<file path="src/rtl/apple_placer.sv">
// Apple placer: draws a pseudo-random cell from a 16-bit LFSR and places an apple there if the cell is empty.
// Optional feature macro APPLE_RETRY_EN: retry up to 4 candidates before declaring the field full.
module apple_placer #(
   parameter logic [7:0] SIZE_X = 8'd10,
   parameter logic [7:0] SIZE_Y = 8'd10,
   localparam int FIELD_SIZE = int'(SIZE_X) * int'(SIZE_Y),
   localparam int FIELD_BITS = FIELD_SIZE * 3,
   localparam int SBITS      = $clog2(FIELD_SIZE),
   localparam int POSBITS    = $clog2(FIELD_BITS)
) (
   input  logic                  clk,
   input  logic                  reset,
   input  logic                  req,
   input  logic [FIELD_BITS-1:0] field,
   output logic [SBITS-1:0]      seed,
   input  logic [POSBITS-1:0]    apple_pos,
   output logic                  busy,
   output logic                  place_valid,
   output logic [POSBITS-1:0]    place_pos,
   output logic                  field_full
);

   typedef enum logic {IDLE = 1'b0, EVAL = 1'b1} state_t;

   state_t            state, state_next;
   logic [15:0]       lfsr;
   logic              lfsr_fb;
   logic [SBITS-1:0]  cand;
   logic [SBITS-1:0]  cand_reduced;
   logic              cell_empty;
   logic              load_seed;
   logic              accept;
   logic              do_place;
   logic              do_full;

   // Taps 16,14,13,11 of the polynomial map to bits 0,2,3,5 in the right-shifting form.
   assign lfsr_fb = lfsr[0] ^ lfsr[2] ^ lfsr[3] ^ lfsr[5];

   // The raw candidate is below 2*FIELD_SIZE, so a single subtraction keeps the seed in range.
   assign cand         = lfsr[SBITS-1:0];
   assign cand_reduced = ({1'b0, cand} >= (SBITS+1)'(FIELD_SIZE)) ? (cand - SBITS'(FIELD_SIZE)) : cand;

   assign cell_empty = (field[apple_pos +: 3] == 3'd0);
   assign busy       = (state == EVAL);

`ifdef APPLE_RETRY_EN
   logic [1:0] retry_cnt;
   logic       do_retry;
`endif

   always_ff @(posedge clk) begin
      if (reset) state <= IDLE;
      else       state <= state_next;
   end

   always_comb begin
      state_next = state;
      load_seed  = 1'b0;
      accept     = 1'b0;
      do_place   = 1'b0;
      do_full    = 1'b0;
`ifdef APPLE_RETRY_EN
      do_retry   = 1'b0;
`endif
      case (state)
         IDLE: begin
            if (req) begin
               accept     = 1'b1;
               load_seed  = 1'b1;
               state_next = EVAL;
            end
         end
         EVAL: begin
            if (cell_empty) begin
               do_place   = 1'b1;
               state_next = IDLE;
            end else begin
`ifdef APPLE_RETRY_EN
               if (retry_cnt == 2'd3) begin
                  do_full    = 1'b1;
                  state_next = IDLE;
               end else begin
                  do_retry  = 1'b1;
                  load_seed = 1'b1;
               end
`else
               do_full    = 1'b1;
               state_next = IDLE;
`endif
            end
         end
         default: state_next = IDLE;
      endcase
   end

   always_ff @(posedge clk) begin
      if (reset) begin
         lfsr        <= 16'hACE1;
         seed        <= '0;
         place_valid <= 1'b0;
         place_pos   <= '0;
         field_full  <= 1'b0;
      end else begin
         lfsr        <= {lfsr_fb, lfsr[15:1]};
         place_valid <= do_place;
         if (load_seed) seed <= cand_reduced;
         if (do_place)  place_pos <= apple_pos;
         if (do_full)     field_full <= 1'b1;
         else if (accept) field_full <= 1'b0;
      end
   end

`ifdef APPLE_RETRY_EN
   // Counts failed evaluations of the current request; any exit from EVAL or new request restarts it.
   always_ff @(posedge clk) begin
      if (reset)                            retry_cnt <= 2'd0;
      else if (accept || do_place || do_full) retry_cnt <= 2'd0;
      else if (do_retry)                    retry_cnt <= retry_cnt + 2'd1;
   end
`endif

endmodule
</file>
<file path="config.mk">
export PLATFORM = sky130hd
export DESIGN_NAME = apple_placer
export DESIGN_NICKNAME = d
export VERILOG_FILES = /design/src/rtl/apple_placer.sv
export SDC_FILE = /design/constraint.sdc
export NUM_CORES = 1
export LEC_CHECK = 0
export BUFFER_PORTS_ARGS = -buffer_cell sky130_fd_sc_hd__buf_2
export CAP_MARGIN = 25
export CORE_MARGIN = 10
export CORE_UTILIZATION = 30
export CTS_CLUSTER_SIZE = 40
export DETAILED_ROUTE_END_ITERATION = 8
export PLACE_DENSITY = 0.63
export SLEW_MARGIN = 10
export SYNTH_ARGS = -nofsm -noshare
export SYNTH_HDL_FRONTEND = slang
export SYNTH_SLANG_ARGS = --single-unit
</file>
<file path="constraint.sdc">
create_clock -name clk -period 3.83 [get_ports clk]
set_clock_uncertainty 0.15 [all_clocks]
set_input_delay 0.383 -clock clk [delete_from_list [all_inputs] [get_ports clk]]
set_output_delay 0.383 -clock clk [all_outputs]
set_load 0.05 [all_outputs]
</file>
-- After elaboration in Yosys (flattened, before gate mapping)
Cells that the tools add are included.
Widths: inputs -> output; s select.
- $lt $le $gt $ge: 1
- bitwise logic cells: 4
- reductions and logical operators: 2
- add/sub/neg operators: 1
- shifts and indexed selects: 1
- mux-type cells: 10
- operators with widths (cell ; count):
    $shiftx 300x10->3 ; 1
    $mux 1 ; 8
    $ge 7x7->1 const B ; 1
    $mux 7 ; 1
    $sub 7x7->7 const B ; 1
    $logic_not 3->1 ; 1
    $xor 1x1->1 ; 3
    $pmux 1 s2 ; 1
    $reduce_bool 2->1 ; 1
    $not 1->1 ; 1
- flip-flop bits (word level): 35
- output and inout port bits: 19
- bits of input ports: 312

-- Depth between registers and ports, before layout
Gate-level depths: netlist (run 1).
- word-level depth: 5
- mapped depth: 14
- mapped depth without buffers: 8

-- Least setup slack after synthesis (run 1)
Ideal clock, no wire load.
- path type: input -> register
- from: in apple_pos[0]
- to: reg field_full
- arrival time: 2.597 ns
- setup slack: 0.951 ns
- required time: 3.548 ns
- stages on the path: 11
- library setup time: 0.132 ns
- cell sequence: buf_6 -> buf_6 -> mux4_2 -> mux4_2 -> a22o_1 -> a41oi_1 -> a32oi_1 -> a31o_2 -> buf_2 -> nand4_1 -> a21oi_1
- word-level cells in the longest chain between the ends: 5
- elaborated cells between the ends (all ways): 6
- RTL lines (item ; RTL line ; text):
    from (decl) ; 16 ; input logic [POSBITS-1:0] apple_pos,
    $shiftx 300x10->3 * ; 43 ; assign cell_empty = (field[apple_pos +: 3] == 3'd0);
    $logic_not 3->1 * ; 43 ;
    $mux 1 * ; 74 ; if (cell_empty) begin
    $mux 1 * ; 65 ; case (state)
    $mux 1 / $reduce_bool 2->1 (equally long branches) ; n/a ;
    to (signal assigned) ; 102 ; field_full <= 1'b0;
    to (signal assigned) ; 108 ; if (do_full) field_full <= 1'b1;
    to (signal assigned) ; 109 ; else if (accept) field_full <= 1'b0;
    to (decl) ; 20 ; output logic field_full
Every way passes the cells marked *; elsewhere a longest branch is shown, timed or not.
A chain may end at the register's enable or synchronous reset.

-- Worst setup path in the final report (run 1)
- from: in apple_pos[0]
- to: reg place_pos[6]
- word-level cells in the longest chain between the ends: 4
- RTL lines (item ; RTL line ; text):
    $shiftx 300x10->3 ; 43 ;
    $logic_not 3->1 ; 43 ;
    $mux 1 ; 74 ;
    $mux 1 ; 65 ;
    to (signal assigned) ; 107 ; if (do_place) place_pos <= apple_pos;
    to (decl) ; 19 ; output logic [POSBITS-1:0] place_pos,
No other way between the ends.

==> run summary, run 1 <==
clock transition at the registers of the reported paths = 0.06 ns
critical path launch point type = input pin
I/O pin total = 331
DR vias/cell = 6.100
Max Cap Violations = 0
Vias = 9010
Critical Path RT = 3.84 ns
Clock Tree Root = clkbuf_16
Hold Vio Cnt, Final = 0
Reg power frac = 0.196
largest area contributor in the synthesized netlist = mux4_2
Synth Area per Inst = 10.29 um2
delay-heaviest family, CP = compound AO/OA/AOI/OAI gates
vias in the first global route = 9126
# DRC = 0
Tmin final = 3.344 ns
first-pass GRT wire length = 55.04 mm
Post-Place Cell Area = 10290 um2
max incr delay on CP = 0.83 ns
Max transition margin = 0.2974
fin crit share = 0.8732
max-slew violations = 0
die span in y = 186.2 um
P_leak = 4.212 nW
TritonCTS buffer count = 5
Tot Pwr = 2.085 mW
Post-CTS Hold Fix Bufs = 0
Switch Pwr = 0.7900 mW
Crit path buffers/inverters = 3
yosys warns = 0
register area share after synthesis = 0.08457
Sinks on Clock Net = 35
die width = 186.2 um
# port buffers = 330
1st-iter DRT viols = 737
fmax = 0.2990 GHz
fin nets = 1402
CP Cell Sequence = buf_8 > buf_4 > buf_12 > mux4_2 > a22oi_1 > a21oi_1 > o21ai_0 > and4b_1 > a2bb2oi_2 > a21oi_1 > nand3b_1
CTS resizes = 0
gp weighted congestion = 0.9249
largest net degree at the start of global routing = 64
Netlist Area Pre-Place = 8285 um2
number of synthesized flops with an enable pin = 0
Worst Hold Class = register to register
Hold Slack = 0.2673 ns
H-tree Lvls = 2
grt ovf = 0
maximum vdd ir drop = 0.2251 mV
postcts setup bufs = 0
Power per Cell Area = 198.6 nW/um2
CP max FO = 28
design area = 10500 um2
initial antenna violation count = 17
Crit. End Element = register
clock latency on the worst-skew pair = 0.28 ns
switching share of total power = 0.3790
global-route usage over all layers = 0.2069
Slew @ Worst Pin = 1.053 ns
Clk pwr share = 0.221
Setup Crit Path Kind = input pin to register
RSZ-0062 raised after global routing = false
status = complete, no violations
Top FF cell, synth = dfxtp_1
initial cell density of the core = 0.3057
P_int = 1.295 mW
CTS tree = yes
Yosys reg bits = 35
drt first pass iters = 7
layout cells sized above 1 = 0.5170
Cell variety after synth = 64
area grow syn2layout = 26.71%
Die Footprint = 34660 um2
combinational power share = 0.583
core area = 27100 um2
endpoints failing setup = 0
CP dominant cell by count = a21oi_1
num rows = 60
Synth area leaders = mux4_2, dfxtp_1, mux2i_1
worst-path cell with the longest stage delay = a2bb2oi_2
dpl ws = 0.3435 ns
Synth top area share = 0.4512
post-route ant nets = 0
Post-Route WL = 37.70 mm
DR WL/cell = 25.53 um
dpl hpwl = 31.78 mm
setup TNS = 0 ns
critical path arrival = 3.35 ns
Syn Nets = 1119
Post-Syn Instances = 805
post-route setup slack = 0.4856 ns
Async SR Flop Fraction = 0
Max clock buf depth = 2
-- synthesized netlist by cell type, types with 11 or more instances --
cell type,number
a22oi_1,22
nor3_1,22
nand2_1,63
a2111oi_0,12
inv_1,17
mux2i_1,69
buf_2,26
dfxtp_1,35
nor2_1,57
nand3_1,21
a21oi_1,31
o21ai_0,16
nand4_1,11
mux4_2,166
clkbuf_1,27
nor2b_1,24
buf_4,27
-- power by group through the flow --
stage          Sequential (mW)  Combinational [mW]  Clock, mW
6_report                 0.409                1.22      0.460
5_1_grt                  0.412                1.30      0.491
4_1_cts                  0.409                1.21      0.467
3_5_place_dp             0.416                1.20          0
3_3_place_gp             0.416                1.19          0
2_1_floorplan            0.463               0.720          0
-- stage by stage --
stage / utilization / std cells
floorplan: - / 805
global placement: 0.3797 / 1453
detailed placement: 0.3797 / 1453
CTS: 0.3859 / 1461
global route: 0.3870 / 1473
finish: 0.3874 / 1477
-- per-layer routing --
metal | track usage | routed length, um
met1 | 0.2539 | 14290
met2 | 0.3407 | 18320
met3 | 0.05860 | 4161
met4 | 0.07256 | 892
met5 | 0 | 34
-- cells by family after synthesis --
kind of cell,after synthesis,share of synthesized area
and+or+nand+nor,251,0.1513
muxes,244,0.5468
AOI/OAI and AO/OA,157,0.1362
buffers and inverters,111,0.07279
DFF,35,0.08457
xor gates and xnor gates,5,0.005286
adders and majority gates,2,0.003020
-- worst paths after layout --
path	from	end	slack (ns)	depth (start not counted)
worst min register to register	lfsr[11]$_SDFF_PP1_	lfsr[10]$_SDFF_PP1_	0.27	1
worst max register to register	busy$_SDFF_PP0_	seed[3]$_SDFFE_PP0P_	2.14	3
worst min-delay path	lfsr[11]$_SDFF_PP1_	lfsr[10]$_SDFF_PP1_	0.27	1
worst max-delay path	apple_pos[0]	place_pos[6]$_SDFFE_PP0P_	0.49	11
-- cell usage in the layout (no fill, tap or decap), types with 3 or more instances in the layout --
cell and instances:
o22ai_1 9, buf_2 327, nor2_1 57, and2_1 4, nor4_1 6, nand2b_1 10, clkbuf_16 5, o21ai_0 16
nand4_1 11, a2111oi_0 12, or2_2 8, buf_12 8, nor4b_1 4, nand3b_1 10, mux2i_1 69, mux2_2 9
xor2_1 3, o32a_1 9, o2111ai_1 6, diode_2 16, a211oi_1 8, inv_1 17, mux4_2 166, buf_4 31
a22oi_1 22, a21oi_1 31, nand3_1 21, dfxtp_1 35, or3_1 4, nor2b_1 24, a221oi_1 4, o211ai_1 8
o31ai_1 3, a31oi_1 4, nand2_1 63, nor3_1 22
-- area by class of cell --
| class | count | area [um2] |
|---|---|---|
| Multi-Input combinational cell | 659 | 6993 |
| Fill cell | 2789 | 16600 |
| Timing Repair Buffer | 368 | 2059 |
| Antenna cell | 16 | 40.04 |
| Inverter | 19 | 71.32 |
| Tap cell | 372 | 465.4 |
| Clock inverter | 3 | 43.79 |
| Clock buffer | 5 | 125.1 |
| Sequential cell | 35 | 700.7 |
-- sequential cells by signal, summed over array words and instances, names as in the netlist --
signal       cells
busy             1
field_full       1
seed             7
place_valid      1
place_pos        9
lfsr            16
No activity file was read; power rests on OpenSTA's default activity.
==> inputs of run 2 (changes only) <==
CAP_MARGIN = default   (was 25)
clock period = 3.9 ns   (was 3.83 ns; I/O delays follow)
==> run 2 against run 1 <==
Compared with the run above:
- register-to-register slack gained 0.09 ns
- core utilization is essentially flat
- global-route usage grew 0.16 points
- hold slack lost 0.0098 ns
- total power grew 0.20%
- sequential share of layout area is essentially flat
- wire length shrank 0.30%
- setup slack lost 0.0072 ns
- critical path type unchanged
- critical endpoint is now field_full$_SDFFE_PP0P_
==> run summary, run 2 (same netlist as run 1, synthesis figures left out) <==
# port buffers = 330 (unchanged)
endpoints failing setup = 0 (unchanged)
Clock Tree Root = clkbuf_16
clock latency on the worst-skew pair = 0.27 ns (about the same)
first-pass GRT wire length = 55.90 mm (+1.6%)
fin util = 0.3877 (about the same)
largest registers = lfsr x16, place_pos x9, seed x7
area grow syn2layout = 26.80% (about the same)
Final Non-Filler Cells = 1473 (-0.27%)
I/O pin total = 331 (unchanged)
most frequent cells in the layout = buf_2, mux4_2, mux2i_1
commonest non-fill, non-tap cell in the layout = buf_2
CP Cell Sequence = buf_8 > mux4_2 > mux2_2 > a221o_1 > a2111oi_0 > a31oi_1 > a2bb2oi_2 > nand4_1 > a21oi_1
hold_sp = lfsr[8]$_SDFF_PP0_
vias in the first global route = 9171 (+0.49%)
Critical R2R Launch = busy$_SDFF_PP0_
Slew @ Worst Pin = 1.021 ns (-0.03177 ns)
Post-Route WL = 37.59 mm (-0.30%)
Largest register FFs = 16 (unchanged)
Max transition margin = 0.3016 (+0.004206)
post-route ant nets = 0 (unchanged)
grt ovf = 0 (unchanged)
core area = 27100 um2 (unchanged)
Biggest register = lfsr
Reg2Reg Setup Slack = 2.23 ns (+0.09 ns)
dpl hpwl = 31.41 mm (-1.2%)
1st-iter DRT viols = 935 (+27%)
delay-heaviest family, CP = compound AO/OA/AOI/OAI gates
H-tree Lvls = 2 (unchanged)
Hold Vio Cnt, Final = 0 (unchanged)
path depth of the worst reg2reg path = 3 (unchanged)
Post-CTS Hold Fix Bufs = 0 (unchanged)
DR vias/cell = 6.034 (-1.1%)
# DRC = 0 (unchanged)
setup TNS = 0 ns (unchanged)
fmax = 0.2923 GHz
Setup Crit Path Kind = input pin to register
drt first pass iters = 5 (-2)
worst-path cell with the longest stage delay = a2111oi_0
layout cells sized above 1 = 0.5170 (about the same)
postcts setup bufs = 0 (unchanged)
P_leak = 4.224 nW (+0.29%)
CP max FO = 30 (+7.1%)
TritonCTS buffer count = 5 (unchanged)
global-route usage over all layers = 0.2084 (+0.001557)
initial cell density of the core = 0.3057 (unchanged)
Crit. End Element = register
die width = 186.2 um (unchanged)
critical path launch point type = input pin
RSZ-0062 raised after global routing = false
max-slew violations = 0 (unchanged)
Max Cap Violations = 0 (unchanged)
crit path from = apple_pos[0]
fin crit share = 0.8773
Tmin final = 3.422 ns
largest net degree at the start of global routing = 63 (-1.6%)
num rows = 60 (unchanged)
hold endpoint = lfsr[7]$_SDFF_PP1_
Power per Cell Area = 198.8 nW/um2 (+0.13%)
Max clock buf depth = 2 (unchanged)
Placed Cells = 1455 (+0.14%)
Reg-to-Reg End = seed[3]$_SDFFE_PP0P_
status = complete, no violations
CTS resizes = 0 (unchanged)
gp weighted congestion = 0.9175 (-0.80%)
maximum vdd ir drop = 0.1597 mV (-29%)
Crit path buffers/inverters = 1 (-2)
Tot Pwr = 2.089 mW (+0.20%)
Critical Path RT = 3.87 ns (+0.03 ns)
initial antenna violation count = 12 (-5)
fin nets = 1404 (+0.14%)
die span in y = 186.2 um (unchanged)
Sinks on Clock Net = 35 (unchanged)
critical path arrival = 3.39 ns (+0.04 ns)
DR WL/cell = 25.52 um (about the same)
Vias = 8888 (-1.4%)
Hold Crit Depth = 1 (unchanged)
Die Footprint = 34660 um2 (unchanged)
clock transition at the registers of the reported paths = 0.05 ns (about the same)
Worst Hold Class = register to register
max incr delay on CP = 0.81 ns (-0.02 ns)
CTS tree = yes
==> run 2: changes by cell type in the layout (fill, tap and decap cells not counted) <==
cell       previous run  this run
diode_2              16        10
buf_4                31        34
buf_12                8         7
bufinv_16             1         2
clkbuf_1              0         1
clkinv_2              1         0
clkinv_4              1         0
==> run 2: per-stage QoR <==
stage | area (um2) | worst slack, ns | hold WS, ns
final | 10510 | 0.4784 | 0.2574
after global routing | 10500 | 0.4048 | 0.2681
after CTS | 10480 | 0.5800 | 0.2599
after detailed placement | 10290 | 0.2965 | 0.2428
after global placement | 10290 | 0.3760 | 0.2437
after floorplan | 8285 | 1.014 | 0.2395
==> run 2: metal layers <==
layer,part of all wire,vias up,GRT usage
li1,-,3902,-
met1,0.37,4363,0.2638
met2,0.49,565,0.3521
met3,0.12,46,0.04909
met4,0.016,12,0.04805
met5,0.0021,-,0
==> run 2: how the worst max path moves through the flow <==
stage | endpoint | slack (ns) | depth (start not counted)
after detailed placement | field_full$_SDFFE_PP0P_ | 0.30 | 9
after CTS | field_full$_SDFFE_PP0P_ | 0.58 | 9
final | field_full$_SDFFE_PP0P_ | 0.48 | 9
after global placement | field_full$_SDFFE_PP0P_ | 0.38 | 9
after floorplan | field_full$_SDFFE_PP0P_ | 1.01 | 11
after global routing | place_pos[2]$_SDFFE_PP0P_ | 0.40 | 9
==> run 2: final cells by class <==
type                       instances  area [um2]
fill                            2748       16590
multi-input combinational        659        6993
timing repair buffer             370        2062
sequential                        35       700.7
tap                              372       465.4
clock buffer                       6       128.9
inverter                          19       71.32
clock inverter                     2       60.06
antenna                           10       25.02
==> run 2: worst register-to-register path: stages, from the launching register on <==
cell and delay, ns:
dfxtp_1 0.82, nor2b_1 0.31, o211ai_1 0.17, a21oi_1 0.08
==> run 2: power by group <==
part	internal, mW	switching, mW
logic	0.585	0.603
registers	0.384	0.0157
clock network	0.366	0.135
total	1.34	0.754
==> inputs of run 3 (changes only) <==
TNS_END_PERCENT = 5   (was default)
clock period = 3.2 ns   (was 3.9 ns; I/O delays follow)
==> run 3 against run 2 <==
Compared with the run above:
- hold slack better by 0.0037 ns
- wire length down 1.1%
- largest cell class unchanged
- sequential power rose by 22%
- clock power fell by 9.2%
- total power up 16%
- critical endpoint unchanged
- core utilization rose by 0.73 points
- sequential share of layout area shrank 0.12 points
- global-route usage shrank 0.16 points
- cell area is 1.9% higher
- largest power group unchanged
- combinational power increased by 24%
==> run summary, run 3 (same netlist as run 1, synthesis figures left out) <==
area of the multi-input gates = 7015 um2 (+0.32%)
Largest register FFs = 16 (unchanged)
Tmin final = 3.022 ns
fin util = 0.3950 (+0.007295)
fin nets = 1418 (+1.0%)
critical path arrival = 3.00 ns (-0.39 ns)
sequential cell area = 700.7 um2 (unchanged)
Crit. End Element = register
post-route ant nets = 0 (unchanged)
initial cell density of the core = 0.3057 (unchanged)
hold_sp = lfsr[11]$_SDFF_PP1_
P_leak = 4.317 nW (+2.2%)
drt first pass iters = 6 (+1)
core area = 27100 um2 (unchanged)
I/O pin total = 331 (unchanged)
clock latency on the worst-skew pair = 0.27 ns (about the same)
dpl ws = -0.1885 ns (-0.4850 ns)
die span in y = 186.2 um (unchanged)
Slew @ Worst Pin = 0.8168 ns (-0.2044 ns)
Post-CTS Hold Fix Bufs = 0 (unchanged)
dpl hpwl = 31.16 mm (-0.81%)
CTS tree = yes
Post-Route WL = 37.17 mm (-1.1%)
Post-Place Cell Area = 10510 um2 (+2.1%)
most frequent cells in the layout = buf_2, mux4_2, mux2i_1
# port buffers = 330 (unchanged)
Reg2Reg Setup Slack = 1.48 ns (-0.75 ns)
critical path launch point type = input pin
Die Footprint = 34660 um2 (unchanged)
1st-iter DRT viols = 814 (-13%)
first-pass GRT wire length = 55.17 mm (-1.3%)
Hold Vio Cnt, Final = 0 (unchanged)
RSZ-0062 raised after global routing = false
Hold Crit Depth = 1 (unchanged)
gp weighted congestion = 0.9283 (+1.2%)
TritonCTS buffer count = 5 (unchanged)
layout cells sized above 1 = 0.5231 (+0.006120)
Clock Tree Root = clkbuf_16
Critical Path RT = 3.18 ns (-0.69 ns)
Worst Hold Class = register to register
DR WL/cell = 24.96 um (-2.2%)
# DRC = 0 (unchanged)
Biggest register = lfsr
path depth of the worst reg2reg path = 3 (unchanged)
num rows = 60 (unchanged)
Critical R2R Launch = busy$_SDFF_PP0_
die width = 186.2 um (unchanged)
Reg-to-Reg End = seed[3]$_SDFFE_PP0P_
fmax = 0.3309 GHz
endpoints failing setup = 0 (unchanged)
initial antenna violation count = 15 (+3)
largest registers = lfsr x16, place_pos x9, seed x7
commonest non-fill, non-tap cell in the layout = buf_2
vias in the first global route = 9218 (+0.51%)
Vias = 8854 (-0.38%)
grt ovf = 0 (unchanged)
area grow syn2layout = 29.19%
Power per Cell Area = 226.6 nW/um2 (+14%)
setup TNS = 0 ns (unchanged)
design area = 10700 um2 (+1.9%)
CP max FO = 21 (-30%)
max-slew violations = 0 (unchanged)
clock transition at the registers of the reported paths = 0.05 ns (about the same)
Fillers = 2711 (-1.3%)
post-route setup slack = 0.1776 ns (-0.3009 ns)
Sinks on Clock Net = 35 (unchanged)
Hold Slack = 0.2611 ns (+0.003687 ns)
fin crit share = 0.9445
Max clock buf depth = 2 (unchanged)
global-route usage over all layers = 0.2069 (-0.001574)
Final Non-Filler Cells = 1489 (+1.1%)
largest net degree at the start of global routing = 69 (+9.5%)
Max transition margin = 0.4541 (+0.1525)
hold endpoint = lfsr[10]$_SDFF_PP1_
Tot Pwr = 2.426 mW (+16%)
Placed Cells = 1469 (+0.96%)
H-tree Lvls = 2 (unchanged)
status = complete, no violations
Max Cap Violations = 0 (unchanged)
DR vias/cell = 5.946 (-1.5%)
maximum vdd ir drop = 0.1866 mV (+17%)
Setup Crit Path Kind = input pin to register
[run 3: changes by cell type in the layout (fill, tap and decap cells not counted), sizes merged]
| cell | before | now |
|---|---|---|
| clkinvlp | 0 | 1 |
| bufinv | 2 | 0 |
| clkinv | 1 | 2 |
| buf | 370 | 384 |
| diode | 10 | 12 |
[run 3: worst max-delay path by stage]
stage,from,to,slack (ns),depth (start not counted)
2_1_floorplan,apple_pos[0],field_full$_SDFFE_PP0P_,0.38,11
3_3_place_gp,apple_pos[0],field_full$_SDFFE_PP0P_,-0.15,10
3_5_place_dp,apple_pos[0],field_full$_SDFFE_PP0P_,-0.19,9
4_1_cts,apple_pos[0],field_full$_SDFFE_PP0P_,0.06,9
5_1_grt,apple_pos[0],field_full$_SDFFE_PP0P_,0.06,10
6_report,apple_pos[0],field_full$_SDFFE_PP0P_,0.18,10
[run 3: worst max-delay path, stage by stage]
cell and delay (ns):
buf_8 0.16, buf_12 0.21, mux4_2 0.52, a22oi_1 0.20, nand2_1 0.08, a2111oi_1 0.78
a31oi_1 0.16, a2bb2oi_4 0.30, nand4_1 0.16, a21oi_1 0.08
[run 3: final cells by class]
type	count	area share
Clock buffer	6	0.01204
Tap cell	372	0.04348
Timing Repair Buffer	384	0.2130
Antenna cell	12	0.002805
Sequential cell	35	0.06546
Inverter	19	0.006663
Clock inverter	2	0.001169
Multi-Input combinational cell	659	0.6554
[run 3: what timing repair did]
item,in CTS,in global routing
resized for setup,0,4
endpoints found under the hold margin,0,0
setup endpoints to repair,0,11
setup buffers,0,0
[run 3: layer usage]
layer  vias to the layer above  part of all wire  track usage
li1                       3941                 -            -
met1                      4339              0.39       0.2608
met2                       514              0.49       0.3484
met3                        52              0.10      0.04754
met4                         8             0.019      0.05482
met5                         -            0.0013            0
[run 3: where the power goes]
group,internal (mW),total (mW),switching [mW]
Clock,0.286,0.455,0.168
Combinational,0.745,1.48,0.737
Sequential,0.468,0.490,0.0212
